==> src/rtl/button_event_classifier.sv <==
// -----------------------------------------------------------------------------
// button_event_classifier
//
// Turns the debounced centre-button level into one-cycle event pulses:
// single click, double click, long press and auto-repeat while held. The
// registered `step` output (single | long | repeat) replaces the raw press
// pulse as the display counter increment, so holding the button keeps counting.
//
// Ports
//   clk           system clock
//   reset         synchronous, active-high reset
//   button_level  debounced level, synchronous to clk, 1 = pressed
//   single_click  one-cycle pulse: press/release with no second press in time
//   double_click  one-cycle pulse: second press released (not part of step)
//   long_press    one-cycle pulse: button held for LONG_US
//   repeat_tick   one-cycle pulse: every REPEAT_US while held after long_press
//   step          registered single_click | long_press | repeat_tick
//   busy          high whenever the classifier is not idle
// -----------------------------------------------------------------------------
module button_event_classifier #(
  parameter int CLK_PER   = 10,
  parameter int LONG_US   = 500000,
  parameter int DOUBLE_US = 250000,
  parameter int REPEAT_US = 100000
) (
  input  logic clk,
  input  logic reset,
  input  logic button_level,
  output logic single_click,
  output logic double_click,
  output logic long_press,
  output logic repeat_tick,
  output logic step,
  output logic busy
);

  // Microsecond figures are converted in 64-bit arithmetic so large settings
  // do not overflow before the division by the clock period.
  localparam longint LONG_CYC_L   = (longint'(LONG_US)   * 64'sd1000) / longint'(CLK_PER);
  localparam longint DOUBLE_CYC_L = (longint'(DOUBLE_US) * 64'sd1000) / longint'(CLK_PER);
  localparam longint REPEAT_CYC_L = (longint'(REPEAT_US) * 64'sd1000) / longint'(CLK_PER);

  localparam int LONG_CYC   = int'(LONG_CYC_L);
  localparam int DOUBLE_CYC = int'(DOUBLE_CYC_L);
  localparam int REPEAT_CYC = int'(REPEAT_CYC_L);

  localparam int MAX_LD  = (LONG_CYC > DOUBLE_CYC) ? LONG_CYC : DOUBLE_CYC;
  localparam int MAX_CYC = (MAX_LD > REPEAT_CYC) ? MAX_LD : REPEAT_CYC;
  localparam int TW      = $clog2(MAX_CYC + 1);

  localparam logic [TW-1:0] LONG_LAST   = TW'(LONG_CYC - 1);
  localparam logic [TW-1:0] DOUBLE_LAST = TW'(DOUBLE_CYC - 1);
  localparam logic [TW-1:0] REPEAT_LAST = TW'(REPEAT_CYC - 1);

  // A terminal count below 1 would make a timeout fire on the entry cycle.
  if (LONG_CYC < 2 || DOUBLE_CYC < 2 || REPEAT_CYC < 2) begin : g_bad_cfg
    $error("button_event_classifier: every derived cycle count must be >= 2");
  end

  typedef enum logic [2:0] {
    ARM,     // leaving reset: wait for the button to be released first
    IDLE,
    PRESS1,  // first press, timing towards a long press
    WAIT2,   // released, timing the double-click window
    PRESS2,  // second press, waiting for its release
    HELD     // long press recognised, auto-repeating
  } state_e;

  state_e          state_q, state_d;
  logic [TW-1:0]   timer_q, timer_d;
  logic            single_q, single_d;
  logic            double_q, double_d;
  logic            long_q,   long_d;
  logic            repeat_q, repeat_d;
  logic            step_q,   step_d;
  logic            busy_q,   busy_d;

  always_comb begin
    // NOTE: every signal gets a default before the case so no path leaves one
    // unassigned, which would otherwise infer a latch. The timer default of 0
    // is also what clears it on each state change.
    state_d  = state_q;
    timer_d  = '0;
    single_d = 1'b0;
    double_d = 1'b0;
    long_d   = 1'b0;
    repeat_d = 1'b0;

    unique case (state_q)
      ARM: begin
        if (!button_level) state_d = IDLE;
      end
      IDLE: begin
        if (button_level) state_d = PRESS1;
      end
      PRESS1: begin
        // The timeout is judged on the samples before this edge, so it wins
        // over a release seen on the terminal edge itself.
        if (timer_q == LONG_LAST) begin
          long_d  = 1'b1;
          state_d = HELD;
        end else if (!button_level) begin
          state_d = WAIT2;
        end else begin
          timer_d = timer_q + TW'(1);
        end
      end
      WAIT2: begin
        if (timer_q == DOUBLE_LAST) begin
          single_d = 1'b1;
          state_d  = IDLE;
        end else if (button_level) begin
          state_d = PRESS2;
        end else begin
          timer_d = timer_q + TW'(1);
        end
      end
      PRESS2: begin
        if (!button_level) begin
          double_d = 1'b1;
          state_d  = IDLE;
        end
      end
      HELD: begin
        // Release beats a coincident repeat; a repeat restarts the timer
        // through the default above.
        if (!button_level) begin
          state_d = IDLE;
        end else if (timer_q == REPEAT_LAST) begin
          repeat_d = 1'b1;
        end else begin
          timer_d = timer_q + TW'(1);
        end
      end
      default: state_d = ARM;
    endcase

    step_d = single_d | long_d | repeat_d;
    busy_d = (state_d != IDLE);
  end

  always_ff @(posedge clk) begin
    // NOTE: state registers use non-blocking assignments so every flop samples
    // the pre-edge values, independent of statement order.
    if (reset) begin
      state_q  <= ARM;
      timer_q  <= '0;
      single_q <= 1'b0;
      double_q <= 1'b0;
      long_q   <= 1'b0;
      repeat_q <= 1'b0;
      step_q   <= 1'b0;
      busy_q   <= 1'b1;
    end else begin
      state_q  <= state_d;
      timer_q  <= timer_d;
      single_q <= single_d;
      double_q <= double_d;
      long_q   <= long_d;
      repeat_q <= repeat_d;
      step_q   <= step_d;
      busy_q   <= busy_d;
    end
  end

  assign single_click = single_q;
  assign double_click = double_q;
  assign long_press   = long_q;
  assign repeat_tick  = repeat_q;
  assign step         = step_q;
  assign busy         = busy_q;

endmodule
==> config.mk <==
export PLATFORM = sky130hd
export DESIGN_NAME = button_event_classifier
export DESIGN_NICKNAME = d
export VERILOG_FILES = /design/src/rtl/button_event_classifier.sv
export SDC_FILE = /design/constraint.sdc
export NUM_CORES = 1
export LEC_CHECK = 0
export CAP_MARGIN = 20
export CORE_MARGIN = 8
export CORE_UTILIZATION = 40
export CTS_CLUSTER_SIZE = 16
export DETAILED_ROUTE_END_ITERATION = 16
export SLEW_MARGIN = 25
export SYNTH_ARGS = -nofsm -noshare
export SYNTH_HDL_FRONTEND = slang
export SYNTH_SLANG_ARGS = --single-unit
==> constraint.sdc <==
create_clock -name clk -period 2.15 [get_ports clk]
set_input_delay 0.43 -clock clk [delete_from_list [all_inputs] [get_ports clk]]
set_output_delay 0.43 -clock clk [all_outputs]
set_load 0.005 [all_outputs]
# Yosys cells after proc, flatten, opt, wreduce, memory -nomap -nowiden
# Index checks and enable logic that the tools add are counted.
# classes
addsub	1
eq_ne	9
n_mux	22
bitwise	3
reduce_logical	3
# op_table
operator	n
two-way mux 26 bit	6
one-hot mux 26 bit (3 select lines)	1
adder 26 x 1 -> 26 bit, second input constant	1
equality test 26 x 24 -> 1 bit, second input constant	1
equality test 26 x 25 -> 1 bit, second input constant	1
equality test 26 bit, second input constant	1
two-way mux 3 bit	6
one-hot mux 3 bit (4 select lines)	1
two-way mux 1 bit	8
equality test 3 x 2 -> 1 bit, second input constant	2
equality test 3 bit, second input constant	2
equality test 3 x 1 -> 1 bit, second input constant	1
zero test 3 bit	1
!= test 3 x 1 -> 1 bit, second input constant	1
OR reduction 3 bit	1
bitwise OR 1 bit	2
OR reduction 2 bit	1
inverter 1 bit	1
# totals
register_bits	35
input_bits	3
output_inout_bits	6
elab_cells	46

# Depth between registers and ports, before layout
# depth
ltp_word	5
depth_mapped	8

# Worst setup path before layout
# No wires, ideal clock.
# synth_path
path_type	reg2reg
startpoint	reg timer_q[13]
endpoint	reg timer_q[11]
setup_time_ps	115
t_arrival_ps	2197
t_required_ps	2035
setup_slack_ps	-162
stages_incl_launch_ff	7
n_path_buf	1
path_cell_list	dfxtp_1 -> or4b_1 -> or4_1 -> o311a_1 -> o32ai_4 -> buf_6 -> nor2_2
# synth_via
elab_chain_len	4
elab_cells_between_ends	8
cone_classes	eq/ne: 3; mux: 5
# synth_lines
element	line_no	rtl
start, declared	70	logic [TW-1:0] timer_q, timer_d;
start signal, assigned	156	timer_q <= timer_d;
equality test 26 x 24 -> 1 bit	129	end else if (timer_q == REPEAT_LAST) begin
two-way mux 26 bit	129	
two-way mux 26 bit	127	if (!button_level) begin
one-hot mux 26 bit (3 select lines) *	89	unique case (state_q)
# Every way passes the cells marked *; elsewhere a longest branch is shown, timed or not.
# A chain may end at the register's enable or synchronous reset.

# Worst setup path in the final report
# layout_path
startpoint	reg timer_q[13]
endpoint	reg timer_q[19]
# layout_via
elab_chain_len	4
elab_cells_between_ends	11
cone_classes	add/sub: 1; eq/ne: 3; mux: 7
# layout_lines
element	line_no
adder 26 x 1 -> 26 bit / equality test 26 x 24 -> 1 bit (equally long branches)	n/a
two-way mux 26 bit (on tied branches)	129, 102, 112
two-way mux 26 bit (on tied branches)	127, 109, 99
one-hot mux 26 bit (3 select lines) *	89
# Marked as above.

==> results.md <==
* Vias in the first global route at approximately 1500
* Core box area at 4629 um2
* Slowest cell on crit path: or4b_1
* PwrDens at roughly 540 nW/um2
* Critical Path Fanout Max at 26
* Post_cts resized at 2
* Critical Path Source Type: flip-flop
* Post-synthesis simple-gate area fraction at approximately two fifths
* Hold Path Sink: timer_q[0]$_SDFF_PP0_
* Final Cycle Share at 106.3%
* LEAKAGE at ~0.78 nW
* Crit Path Category: reg -> reg
* Latest clock arrival within the worst-skew pair at about 290 ps
* Crit path from: timer_q[13]$_SDFF_PP0_
* Total grt overflow at 0
* Yosys Warn Count at 0
* Fin. Hold Viols at 0
* Slew Viols, Final at 0
* Synth Area in Compound Gates at roughly 8.2%
* Routed Antenna Nets at 0
* Number of top-level pins at 9
* Reg clk slew, reported paths at approximately 70 ps
* # clock sinks at 35
* Critical register-to-register path startpoint: timer_q[13]$_SDFF_PP0_
* Violated checks: negative setup slack
* Peak supply drop at 0.3125 mV
* Cell type with the highest aggregate area in the netlist: dfxtp_1
* Total negative setup slack at -3058 ps
* Total CTS buffers at 5
* Finish-stage setup viols at 26
* Reg2reg path depth at 6
* Register Area at approximately 700 um2
* HP Start: timer_q[0]$_SDFF_PP0_
* Clock Path Buffers at 2
* Seq cells post-synth at 35
* Port Buffer Count at 8
* # H-tree levels at 2
* Critical path depth at 6
* CTS root buf: clkbuf_8
* Drt total wl at around 3.9 mm
* Most numerous cell in the Yosys netlist: dfxtp_1
* Die area at roughly 7000 um2
* Post-synthesis average cell area at approximately 9 um2
* Starting Density at around two fifths
* CTS tree: done
* Yosys top cell area share at approximately 37%
* Largest net degree at the start of global routing at 27
* Combinational family with the most area after synthesis: simple AND/OR/NAND/NOR gates
* CP top delay family: simple AND/OR/NAND/NOR gates
* Ant. Diodes at 0
* Synth Net Count at 207
* Worst Path Required at 2330 ps
* Status: finished, violations left
* CP arrival at ~2500 ps
* Flop-to-flop setup slack at -130 ps
* Via density per instance at between 5 and 6
* Post-Synth Adder-Cell Area at less than 1%
* Routability cong. at 0.8491
* CTS Hold Bufs at 0
* P&R area growth vs syn at 20.40%
* Relative slew slack at about two thirds
* Routed vias at approximately 1500
* Num rows at 25
* Peak Freq at between 400 and 500 MHz
* Detailed Place HPWL at approximately 2.9 mm
* First-pass GRT wire length at about 7.0 mm
* Cell Area, Synth at 1883 um2
* Initial antenna violation count at 0
* GRT Total Usage at between 10% and 20%
* Worst hold stages at 2
* Worst path bufs/invs at 1
* Main flop type after synthesis: dfxtp_1
* First drt pass iteration count at 4
* Worst slew pin tran at 475.3 ps
* Most frequent cells after synthesis: dfxtp_1 (35), nor2_2 (20), xor2_1 (16)
* Unrepaired setup endpoints after global routing: yes
* CP Cell Sequence: or4b_1 -> or4_4 -> o311a_4 -> o32ai_4 -> buf_12 -> nor2_1
* DR WL/cell at roughly 13 um
* # nets final at around 240
* Drc violations at 0
* FILL cells at between 400 and 500
* FFs w/ async S/R, synth at 0%
* Area of the multi-input gates at approximately 1100 um2
* Max-cap violation count at 0
* Final worst slack at -134.6 ps
* Synth Area in XOR/XNOR at between 10% and 20%
* Post-synth EDFFs at 0
* Final setup skew at roughly 7.1 ps
* Layout cell share with drive strength beyond 1 at 29.06%
* CP peak stage delay at 500 ps
* Chip height at 84.61 um
* DRT iter0 DRCs at around 50
* Mux cell area share after synthesis at 0%
* Reg2reg end: timer_q[19]$_SDFF_PP0_
* Seq/Total Area, Yosys at a little under two fifths
* Cell count after synthesis at roughly 200
* Chip width at between 80 and 90 um
* Setup bufs post-CTS at 0
* Fin util at slightly below 50%
* Crit end category: flip-flop
* Unique masters post-synth at 50
* Final min period at 2285 ps
* Area contributors post-synth: dfxtp_1 (37%), xor2_1 (7.4%), nor2_2 (6.6%)
* Worst hold path type: reg -> reg
==> per-layer routing <==
layer | global-route usage, % | wire, um
met3 | 4.098 | 189
met4 | 5.987 | 59
met5 | 0 | 0
met1 | 14.14 | 1854
met2 | 19.04 | 1757
==> worst max path at each step <==
stage,slack (ps),endpoint
floorplan,-150,timer_q[13]$_SDFF_PP0_
global placement,-110,timer_q[18]$_SDFF_PP0_
detailed placement,-170,timer_q[21]$_SDFF_PP0_
CTS,-160,timer_q[21]$_SDFF_PP0_
global route,-230,timer_q[21]$_SDFF_PP0_
finish,-130,timer_q[19]$_SDFF_PP0_
==> placed cells by master, fill, tap and decap left out, drive strengths merged, types with 3 or more instances in the layout <==
cell type / n
a21oi: 5
and2: 3
and3: 5
and4: 4
buf: 21
clkbuf: 8
clkdlybuf4s50: 8
dfxtp: 35
inv: 6
nand2: 12
nand3: 12
nand4: 10
nor2: 34
nor3: 8
nor4: 9
xnor2: 7
xor2: 16
==> stage by stage <==
stage	hold slack, ps	instance area, um2	setup slack [ps]	power [mW]	instances
2_1_floorplan	416.3	1884	-155.0	0.7006	203
3_3_place_gp	508.6	2140	-105.7	0.7138	280
3_5_place_dp	510.8	2140	-168.8	0.7134	280
4_1_cts	521.3	2255	-162.4	1.249	288
5_1_grt	557.4	2267	-232.8	1.285	288
6_report	520.6	2267	-134.6	1.230	288
==> layout make-up <==
type                            count  area share (%)
Multi-Input combinational cell    156           49.61
Timing Repair Buffer               29           11.04
Tap cell                           54           2.980
Inverter                            6          0.9934
Sequential cell                    35           30.96
Clock buffer                        8           4.415
==> kinds of logic after synthesis <==
kind of cell,count (synthesis)
AND/OR/NAND/NOR,115
adder cells (fa/ha/maj),1
buffers and inverters,12
XOR/XNOR,23
AO/OA/AOI/OAI,17
flip-flops,35
==> sequential cells by signal (all words and copies together), names as in the netlist <==
name / flops
long_press: 1
state_q: 3
timer_q: 26
double_click: 1
single_click: 1
busy: 1
step: 1
repeat_tick: 1
==> worst reg2reg max path: stages, from the launching register on <==
cell and delay [ps]:
dfxtp_2 320, or4b_1 500, or4_4 430, o311a_4 370
o32ai_4 240, buf_12 240, nor2_1 80
==> where the power goes <==
group          total, mW  internal [mW]  switching (mW)  leakage (nW)
sequential         0.658          0.652         0.00570         0.283
combinational     0.0430         0.0198          0.0232         0.443
clock              0.529          0.293           0.237        0.0515
total               1.23          0.964           0.265         0.777
Note: power is estimated with default switching activity, not from simulation.
